File: src/rtl/tdc_fifo_reader.sv
// TDC readout FIFO drain: pops 64-bit timestamps and emits them as two 32-bit
// AXI-Stream beats (low half first). tlast closes packets; an idle timeout pads them shut.
module tdc_fifo_reader #(
  parameter int          PKT_WORDS      = 16,
  parameter int          TIMEOUT_CYCLES = 1024,
  parameter logic [63:0] PAD_WORD       = 64'hFFFF_FFFF_FFFF_FFFF
) (
  input  logic        clk,
  input  logic        clr,
  input  logic        enable,
  input  logic [63:0] fifo_data,
  input  logic        fifo_empty,
  output logic        fifo_rd_en,
  output logic [31:0] m_axis_tdata,
  output logic        m_axis_tvalid,
  input  logic        m_axis_tready,
  output logic        m_axis_tlast,
  output logic [31:0] words_sent,
  output logic [15:0] pads_sent
);

  localparam int CW = (PKT_WORDS > 1) ? $clog2(PKT_WORDS) : 1;
  localparam int TW = $clog2(TIMEOUT_CYCLES + 1);

  typedef enum logic [2:0] {
    S_IDLE,
    S_FETCH,
    S_CAPTURE,
    S_BEAT_LO,
    S_BEAT_HI
  } state_t;

  state_t        state_q, state_d;
  logic [63:0]   word_q, word_d;
  logic [CW-1:0] pkt_cnt_q, pkt_cnt_d;
  logic [TW-1:0] tmo_q, tmo_d;
  logic          pad_flag_q, pad_flag_d;
  logic [31:0]   words_sent_q, words_sent_d;
  logic [15:0]   pads_sent_q, pads_sent_d;

  logic fetch_ok;
  logic timeout_hit;
  logic last_beat;

  assign fetch_ok    = enable && !fifo_empty;
  assign timeout_hit = (pkt_cnt_q != '0) && (tmo_q == TW'(TIMEOUT_CYCLES));
  assign last_beat   = pad_flag_q || (pkt_cnt_q == CW'(PKT_WORDS - 1));

  always_comb begin
    state_d       = state_q;
    word_d        = word_q;
    pkt_cnt_d     = pkt_cnt_q;
    tmo_d         = '0;
    pad_flag_d    = pad_flag_q;
    words_sent_d  = words_sent_q;
    pads_sent_d   = pads_sent_q;
    fifo_rd_en    = 1'b0;
    m_axis_tvalid = 1'b0;
    m_axis_tdata  = '0;
    m_axis_tlast  = 1'b0;

    case (state_q)
      S_IDLE: begin
        // Data wins over the timeout; the counter only runs while a packet is open.
        if (fetch_ok) begin
          state_d = S_FETCH;
        end else if (timeout_hit) begin
          word_d     = PAD_WORD;
          pad_flag_d = 1'b1;
          state_d    = S_BEAT_LO;
        end else if (pkt_cnt_q != '0) begin
          tmo_d = tmo_q + 1'b1;
        end
      end
      S_FETCH: begin
        fifo_rd_en = 1'b1;
        state_d    = S_CAPTURE;
      end
      S_CAPTURE: begin
        word_d       = fifo_data;
        words_sent_d = words_sent_q + 32'd1;
        state_d      = S_BEAT_LO;
      end
      S_BEAT_LO: begin
        m_axis_tvalid = 1'b1;
        m_axis_tdata  = word_q[31:0];
        if (m_axis_tready) state_d = S_BEAT_HI;
      end
      S_BEAT_HI: begin
        m_axis_tvalid = 1'b1;
        m_axis_tdata  = word_q[63:32];
        m_axis_tlast  = last_beat;
        if (m_axis_tready) begin
          pkt_cnt_d = last_beat ? '0 : pkt_cnt_q + CW'(1);
          if (pad_flag_q) begin
            pads_sent_d = pads_sent_q + 16'd1;
            pad_flag_d  = 1'b0;
          end
          state_d = fetch_ok ? S_FETCH : S_IDLE;
        end
      end
      default: state_d = S_IDLE;
    endcase
  end

  always_ff @(posedge clk or posedge clr) begin
    if (clr) begin
      state_q      <= S_IDLE;
      word_q       <= '0;
      pkt_cnt_q    <= '0;
      tmo_q        <= '0;
      pad_flag_q   <= 1'b0;
      words_sent_q <= '0;
      pads_sent_q  <= '0;
    end else begin
      state_q      <= state_d;
      word_q       <= word_d;
      pkt_cnt_q    <= pkt_cnt_d;
      tmo_q        <= tmo_d;
      pad_flag_q   <= pad_flag_d;
      words_sent_q <= words_sent_d;
      pads_sent_q  <= pads_sent_d;
    end
  end

  assign words_sent = words_sent_q;
  assign pads_sent  = pads_sent_q;

endmodule

File: config.mk
export PLATFORM = sky130hd
export DESIGN_NAME = tdc_fifo_reader
export DESIGN_NICKNAME = d
export VERILOG_FILES = /design/src/rtl/tdc_fifo_reader.sv
export SDC_FILE = /design/constraint.sdc
export NUM_CORES = 1
export LEC_CHECK = 0
export ABC_AREA = 0
export BUFFER_PORTS_ARGS = -buffer_cell sky130_fd_sc_hd__buf_2
export CORE_ASPECT_RATIO = 1.75
export CORE_MARGIN = 8
export CORE_UTILIZATION = 50
export CTS_CLUSTER_SIZE = 14
export DETAILED_ROUTE_END_ITERATION = 8
export PLACE_DENSITY = 0.76
export SETUP_SLACK_MARGIN = 0.3
export SLEW_MARGIN = 20
export SYNTH_ARGS = -nofsm -noshare
export SYNTH_HDL_FRONTEND = slang
export SYNTH_SLANG_ARGS = --single-unit
File: constraint.sdc
create_clock -name clk -period 5.58 [get_ports clk]
set_input_delay 0.558 -clock clk [delete_from_list [all_inputs] [get_ports clk]]
set_output_delay 0.558 -clock clk [all_outputs]
set_load 0.005 [all_outputs]
Word-level counts from Yosys, hierarchy flattened
Cells that the tools add are included.

Bits in registers: 131. Word-level logic and storage cells: 58. Input port bits: 69.

Muxes and demuxes: 22. $add $sub $neg: 4. Reduce and logical (&&, ||, !) cells: 14. Equality and inequality tests: 11.

Operators with widths (count): $mux 64 (2); $pmux 64 s2 (1); $pmux 32 s2 (1); $mux 11 (4); $add 32x1->32 const B (1); $add 16x1->16 const B (1); $pmux 3 s5 (1); $mux 3 (4); $add 11x1->11 const B (1); $eq 11x11->1 const B (1); $reduce_and 3->1 (3); $ne 2x2->1 const B (4); $mux 1 (7); $eq 3x2->1 const B (2); $add 4x1->4 const B (1); $eq 4x4->1 const B (1); $mux 4 (1); $reduce_and 4->1 (1); $reduce_bool 2->1 (2); $reduce_bool 4->1 (1); $eq 3x1->1 const B (1); $eq 3x3->1 const B (1); $logic_not 3->1 (1); $ne 3x3->1 const B (1); other kinds (6) (7).

Depth between registers and ports, before layout
Gate-level depths: netlist of the first run.

Depth in word-level cells: 5. Depth in mapped cells: 6. Gate-level depth less buffers: 5.

Worst setup path before layout of the first run
Ideal clock, no wire load.

Path kind: register to output. Start point: reg state_q[0]. End point: out m_axis_tdata[0]. Stages on the path, launching flop included: 5. Data arrival time: 1.409 ns. Setup slack: 3.613 ns. Required time: 5.022 ns. Cells stage by stage: dfrtp_1 > buf_6 > nor3b_1 > clkbuf_1 > a22o_1.

Longest elaborated chain between the ends: 2. Elaborated cells between the ends (all ways): 3. Classes of those cells: eq/ne: 2; mux: 1.

RTL lines: start, declared (RTL line 33) `state_t state_q, state_d;`; start signal, assigned (RTL line 116) `state_q <= state_d;`; $eq 3x3->1 / $eq 3x2->1 (equally long branches) (RTL line 62) `case (state_q)`; $pmux 32 s2 (*) (RTL line 62); end, declared (RTL line 14) `output logic [31:0] m_axis_tdata,`.

Every way passes the cells marked *; elsewhere a longest branch is shown, timed or not.

Worst setup path after layout of the first run
Start point: reg state_q[2]. End point: out m_axis_tdata[19].

Same word-level chain as after synthesis.

==> qor.txt, run 1 <==
status = finished clean
Synth Register Bits = 131
Vias/cell = 5.74
Peak VDD IR = 339 µV
Final Instance Area = 0.00715 mm²
Adder-Cell Fraction of Synth Area = 1.30%
sequential share of the synthesized area = 56.8%
die area = 0.0154 mm²
Area Overhead vs Synth = 23.9%
initial core utilization = 50.7%
syn avg cell area = 12.2 µm²
hold crit path type = in2async
vias in the first global route = 4847
leading area contributor after synthesis = dfrtp_1
# IOs = 152
CTS tree = built
Final Cycle Share = 54.7%
Final Skew = 11.2 ps
actual slew at the worst max-slew pin = 982 ps
Leak = 0.00341 µW
final wirelength = 14700 µm
Setup Fix Bufs, Post-CTS = 0
H-tree depth = 4
syn nets = 547
ys flop type = dfrtp_1
Synth Cell Area = 0.00577 mm²
xor/xnor cell area share of the yosys netlist = 8.35%
number of remaining DRC errors = 0
hold buffer count at CTS = 0
Global Route Usage Sum = 19.5%
Max Buffers Root-to-Sink = 2
clk slew on worst S/H paths = 60 ps
asr flop ratio synth = 100%
highest clock rate = 328 MHz
Iter 0 DRT Violations = 189
share of cells above drive strength 1 = 31.4%
Avg WL per Cell = 19.2 µm
largest net degree at the start of global routing = 82
initial antenna violation count = 2
slew margin rel. = 34.3%
CTS root buffer = clkbuf_16
min cycle time layout = 3050 ps
synth warn = 0
Routed Antenna Nets = 0
largest family of logic cells by synthesized area = compound AO/OA/AOI/OAI gates
distinct cell type count after synthesis = 42
Post-CTS Resized = 0
Max Cap Viol = 0
Die X = 97.2 µm
GRT overflow = 0
post-synthesis compound-gate area fraction = 16.5%
simple-gate area share of the yosys netlist = 13.0%
final setup fails = 0
Synth Instances = 472
Placement Cell Area = 0.00656 mm²
total negative slack = 0 ps
core area = 0.0114 mm²
drt first pass iters = 4
final net count = 694
WP data arrival = 2490 ps
nature of the critical path endpoint = output port
Final GP Congestion = 0.832
Final Slew Violations = 0
worst-path maximum fanout = 21
top cell type's share of synthesized area = 56.8%
WP data required = 5020 ps
Hold Vio Cnt, Final = 0
hpwl dp = 10700 µm
PwrDens = 508 mW/mm²
Die Y = 158 µm
unrepaired setup endpoints after global routing = no
CTS Buf Count = 17
mux cell area share after synthesis = 0.390%
Post-synth EDFFs = 0
# rows = 52
CP Class = reg2out
clock sink total = 131
top cells by area, synth = dfrtp_1, o22a_1, xnor2_1
PortBufs = 151
Design Power = 3630 µW
via count = 4401
worst skew pair latency = 400 ps
first-pass GRT wire length = 24100 µm
Startpoint Class = flip-flop
==> report_power, final <==
part / switching, µW / internal, µW
Combinational: 565 / 554
Sequential: 232 / 1240
Clock: 377 / 659
==> logic make-up (layout without fill, tap and decap cells) <==
kind of cell / count (synthesis) / count (layout)
other cells: 0 / 2
flops: 131 / 131
compound gates: 110 / 110
simple gates: 130 / 130
xor+xnor: 55 / 55
fa+ha+maj: 6 / 6
buf+inv: 38 / 196
mux: 2 / 2
==> worst paths after layout <==
| check | start | end | slack (ps) | cells past startpoint |
|---|---|---|---|---|
| min in group clk | fifo_data[37] | word_q[37]$_DFFE_PP0P_ | 390 | 2 |
| min | clr | pads_sent[15]$_DFFE_PP0P_ | 150 | 2 |
| min reg2reg | words_sent[31]$_DFFE_PP0P_ | words_sent[31]$_DFFE_PP0P_ | 470 | 1 |
| max reg2reg | state_q[1]$_DFFE_PP0P_ | words_sent[27]$_DFFE_PP0P_ | 3050 | 4 |
| max in group asynchronous | clr | word_q[39]$_DFFE_PP0P_ | 4160 | 4 |
| max | state_q[2]$_DFFE_PP0P_ | m_axis_tdata[19] | 2530 | 4 |
==> critical path, cell delays in order (launching register included) <==
cell	delay [ps]
dfrtp_1	480
nor3b_2	850
buf_4	410
a22o_1	220
buf_2	130
==> sequential cells by signal, indices dropped and copies added (netlist names) <==
| signal | flops |
|---|---|
| pads_sent | 16 |
| pkt_cnt_q | 4 |
| word_q | 64 |
| words_sent | 32 |
| state_q | 3 |
| pad_flag_q | 1 |
| tmo_q | 11 |
==> cells in the mapped netlist (2+ instances only) <==
cell type  number
clkbuf_1       13
or3b_2          3
nor3_1          9
buf_6           8
buf_2           2
nand2_1        21
and3_1         10
nand3b_1        2
ha_1            6
nor4_4          2
a31oi_1         2
and4_1          6
o22a_1         64
mux2_2          2
a22o_1         33
o21ai_0         3
and2_1          4
nor3b_1         3
nand3_1        21
nor4_1          4
buf_1           4
nor2_1         20
nand4_1        19
xor2_1         17
dfrtp_1       131
xnor2_1        38
inv_1          10
==> cells in the final DEF, fill, tap and decap left out, types with 9 or more instances in the layout <==
master,n
nand3_1,21
dfrtp_1,131
a22o_1,33
inv_1,9
xor2_1,17
clkbuf_16,17
xnor2_1,38
o22a_1,64
buf_2,151
nand2_1,21
nand4_1,19
and3_1,10
nor2_1,20
nor3_1,9
==> layer usage <==
layer	part of all wire (%)	vias up	track usage, %	wire length [µm]
met5	0	-	0	0
met4	2.9	0	10.8	431
met3	4.4	30	4.85	643
met2	56	135	35.6	8190
met1	37	2189	19.7	5460
li1	-	2047	-	-
==> per-stage QoR <==
step	setup WS [ps]	utilization, %	cells	hold WS [ps]
2_1_floorplan	1520	-	472	460
3_3_place_gp	3090	57.6	734	456
3_5_place_dp	2940	57.6	734	459
4_1_cts	2500	62.5	764	374
5_1_grt	2410	62.8	767	158
6_report	2530	62.8	767	148
==> cell type report <==
type	count	area, µm²
Sequential cell	131	3280
Clock buffer	19	443
Fill cell	897	4240
Timing Repair Buffer	156	813
Clock inverter	11	114
Antenna cell	2	5.00
Tap cell	135	169
Inverter	10	40.0
Multi-Input combinational cell	303	2290
Note: power is estimated with default switching activity, not from simulation.
==> run 2, diff against run 1 <==
--- a/config.mk
+++ b/config.mk
@@ -5,14 +5,14 @@
 export SDC_FILE = /design/constraint.sdc
 export NUM_CORES = 1
 export LEC_CHECK = 0
-export ABC_AREA = 0
+export ABC_AREA = 1
 export BUFFER_PORTS_ARGS = -buffer_cell sky130_fd_sc_hd__buf_2
 export CORE_ASPECT_RATIO = 1.75
 export CORE_MARGIN = 8
 export CORE_UTILIZATION = 50
 export CTS_CLUSTER_SIZE = 14
 export DETAILED_ROUTE_END_ITERATION = 8
-export PLACE_DENSITY = 0.76
+export PLACE_DENSITY = 0.77
 export SETUP_SLACK_MARGIN = 0.3
 export SLEW_MARGIN = 20
 export SYNTH_ARGS = -nofsm -noshare
==> constraint.sdc (replaced) <==
create_clock -name clk -period 2.6 [get_ports clk]
set_input_delay 0.26 -clock clk [delete_from_list [all_inputs] [get_ports clk]]
set_output_delay 0.26 -clock clk [all_outputs]
set_load 0.005 [all_outputs]
==> qor.txt, run 2 <==
synth warn = 0 (unchanged)
Peak VDD IR = 501 µV (was 339 µV)
first-pass GRT wire length = 30700 µm (was 24100 µm)
Avg WL per Cell = 15.2 µm (was 19.2 µm)
Fin Hold WS = 119 ps (was 148 ps)
PortBufs = 151 (unchanged)
Biggest register = word_q (unchanged)
highest clock rate = 468 MHz
Post-synth EDFFs = 0 (unchanged)
distinct cell type count after synthesis = 32 (was 42)
max reg flops = 64 (unchanged)
actual slew at the worst max-slew pin = 678 ps (was 982 ps)
Final Slew Violations = 0 (unchanged)
top cells by area, synth = dfrtp_1, nand2_1, nand3_1 (was dfrtp_1, o22a_1, xnor2_1)
hold crit path type = in2reg (was in2async)
Max Cap Viol = 0 (unchanged)
Area Overhead vs Synth = 20.4% (was 23.9%)
Die Y = 175 µm (was 158 µm)
# diodes = 0 (was 2)
die area = 0.0187 mm² (was 0.0154 mm²)
Leak = 0.00442 µW (was 0.00341 µW)
syn avg cell area = 8.11 µm² (was 12.2 µm²)
clk slew on worst S/H paths = 60 ps (about the same)
worst skew pair latency = 420 ps (was 400 ps)
Final Skew = 22.1 ps (was 11.2 ps)
worst-path maximum fanout = 33 (was 21)
CP Class = reg2out (unchanged)
Die X = 107 µm (was 97.2 µm)
syn nets = 968 (was 547)
# IOs = 152 (unchanged)
Final Cycle Share = 82.2%
initial core utilization = 50.6% (was 50.7%)
WP data arrival = 1880 ps (was 2490 ps)
H-tree depth = 4 (unchanged)
nature of the critical path endpoint = output port (unchanged)
Max Buffers Root-to-Sink = 2 (unchanged)
clock sink total = 131 (unchanged)
final wirelength = 18700 µm (was 14700 µm)
ys flop type = dfrtp_1 (unchanged)
Design Power = 9040 µW (was 3630 µW)
Setup Fix Bufs, Post-CTS = 0 (unchanged)
share of cells above drive strength 1 = 27.9% (was 31.4%)
hpwl dp = 13400 µm (was 10700 µm)
sequential share of power = 36.2% (was 40.6%)
Routed Antenna Nets = 0 (unchanged)
PwrDens = 1040 mW/mm² (was 508 mW/mm²)
commonest non-fill, non-tap cell in the layout = nand2_1 (was buf_2)
WP data required = 2340 ps (was 5020 ps)
vias in the first global route = 6400 (was 4847)
# rows = 58 (was 52)
final net count = 1112 (was 694)
via count = 6336 (was 4401)
commonest non-fill, non-tap cells in the layout = nand2_1, buf_2, dfrtp_1 (was buf_2, dfrtp_1, o22a_1)
min cycle time layout = 2140 ps
largest net degree at the start of global routing = 73 (was 82)
status = finished clean (unchanged)
Final GP Congestion = 0.860 (was 0.832)
Startpoint Class = flip-flop (unchanged)
asr flop ratio synth = 100% (unchanged)
Synth Register Bits = 131 (unchanged)
logic gate share of total power = 35.1% (was 30.8%)
unrepaired setup endpoints after global routing = no (unchanged)
r2r worst-path depth = 10 (was 4)
core area = 0.0143 mm² (was 0.0114 mm²)
clock share of power = 28.7% (was 28.5%)
CTS root buffer = clkbuf_16 (unchanged)
final setup fails = 0 (unchanged)
CTS tree = built (unchanged)
P_int = 5750 µW (was 2460 µW)
initial antenna violation count = 0 (was 2)
drt first pass iters = 5 (was 4)
leading cell type by number of instances after synthesis = nand2_1 (was dfrtp_1)
sequential share of the synthesized area = 45.3% (was 56.8%)
total negative slack = 0 ps (unchanged)
Switching Share = 36.5% (was 32.3%)
Synth Cell Area = 0.00724 mm² (was 0.00577 mm²)
Synth Instances = 893 (was 472)
slew margin rel. = 54.8% (was 34.3%)
Layout Utilization = 60.9% (was 62.8%)
Global Route Usage Sum = 20.3% (was 19.5%)
CTS Buf Count = 17 (unchanged)
GRT overflow = 0 (unchanged)
top cell type's share of synthesized area = 45.3% (was 56.8%)
Iter 0 DRT Violations = 292 (was 189)
Vias/cell = 5.15 (was 5.74)
leading area contributor after synthesis = dfrtp_1 (unchanged)
Commonest cells post-synth = nand2_1, dfrtp_1, nand3_1 (was dfrtp_1, o22a_1, xnor2_1)
hold depth = 4
switching power = 3300 µW (was 1170 µW)
Hold Vio Cnt, Final = 0 (unchanged)
number of remaining DRC errors = 0 (unchanged)
run 2: cells by family after synthesis:
kind of cell / count (synthesis) / share of synthesized area, %
compound gates: 45 / 4.81
xor+xnor: 32 / 3.87
fa+ha+maj: 6 / 1.04
buf+inv: 100 / 6.98
flops: 131 / 45.3
simple gates: 579 / 38.0
run 2: metrics by stage:
stage	cell area, µm²	instances	setup slack, ps
global route	8710	1230	348
detailed placement	8050	1197	665
global placement	8050	1197	687
finish	8710	1230	464
CTS	8700	1230	358
floorplan	7240	893	717
run 2: what timing repair did:
action,4_1_cts,5_1_grt
setup endpoints to repair,25,5
cloned,0,0
endpoints found under the hold margin,16,0
hold buffers,1,0
gates resized for setup,1,2
run 2: final timing paths:
| path | from | endpoint | slack, ps |
|---|---|---|---|
| worst max-delay path | state_q[0]$_DFFE_PP0P_ | m_axis_tdata[31] | 460 |
| worst min-delay path | fifo_data[21] | word_q[21]$_DFFE_PP0P_ | 120 |
| worst max register to register | tmo_q[0]$_DFF_PP0_ | word_q[18]$_DFFE_PP0P_ | 710 |
| worst min register to register | words_sent[5]$_DFFE_PP0P_ | words_sent[5]$_DFFE_PP0P_ | 500 |
| max in group asynchronous | clr | state_q[2]$_DFFE_PP0P_ | 1470 |
| min in group asynchronous | clr | words_sent[10]$_DFFE_PP0P_ | 410 |
run 2: power by group through the flow:
stage | Combinational [µW] | Clock (µW) | Sequential, µW
detailed placement | 3210 | 0 | 3300
CTS | 3240 | 2630 | 3270
global placement | 3130 | 0 | 3260
floorplan | 2470 | 0 | 3160
finish | 3180 | 2590 | 3270
global route | 3620 | 2720 | 3350
run 2: layout make-up:
| class | instances | area [µm²] |
|---|---|---|
| clock buffers | 18 | 439 |
| clock inverters | 14 | 201 |
| fillers | 1292 | 5580 |
| inverters | 64 | 244 |
| multi-input cells | 662 | 3460 |
| flip-flops and latches | 131 | 3280 |
| well taps | 180 | 225 |
| repair buffers | 161 | 866 |
run 2: critical path: stages, from the launching register on:
cell and delay, ps:
dfrtp_1 460, inv_1 130, nand2_1 90, nor2_2 100, buf_6 290, a22o_1 240, buf_2 140
run 2: metal layers:
metal | global-route usage, % | share of wire, % | up-vias
li1 | - | - | 3125
met1 | 22.6 | 38 | 3031
met2 | 36.1 | 55 | 146
met3 | 4.50 | 4.0 | 34
met4 | 8.32 | 2.5 | 0
met5 | 0 | 0 | -
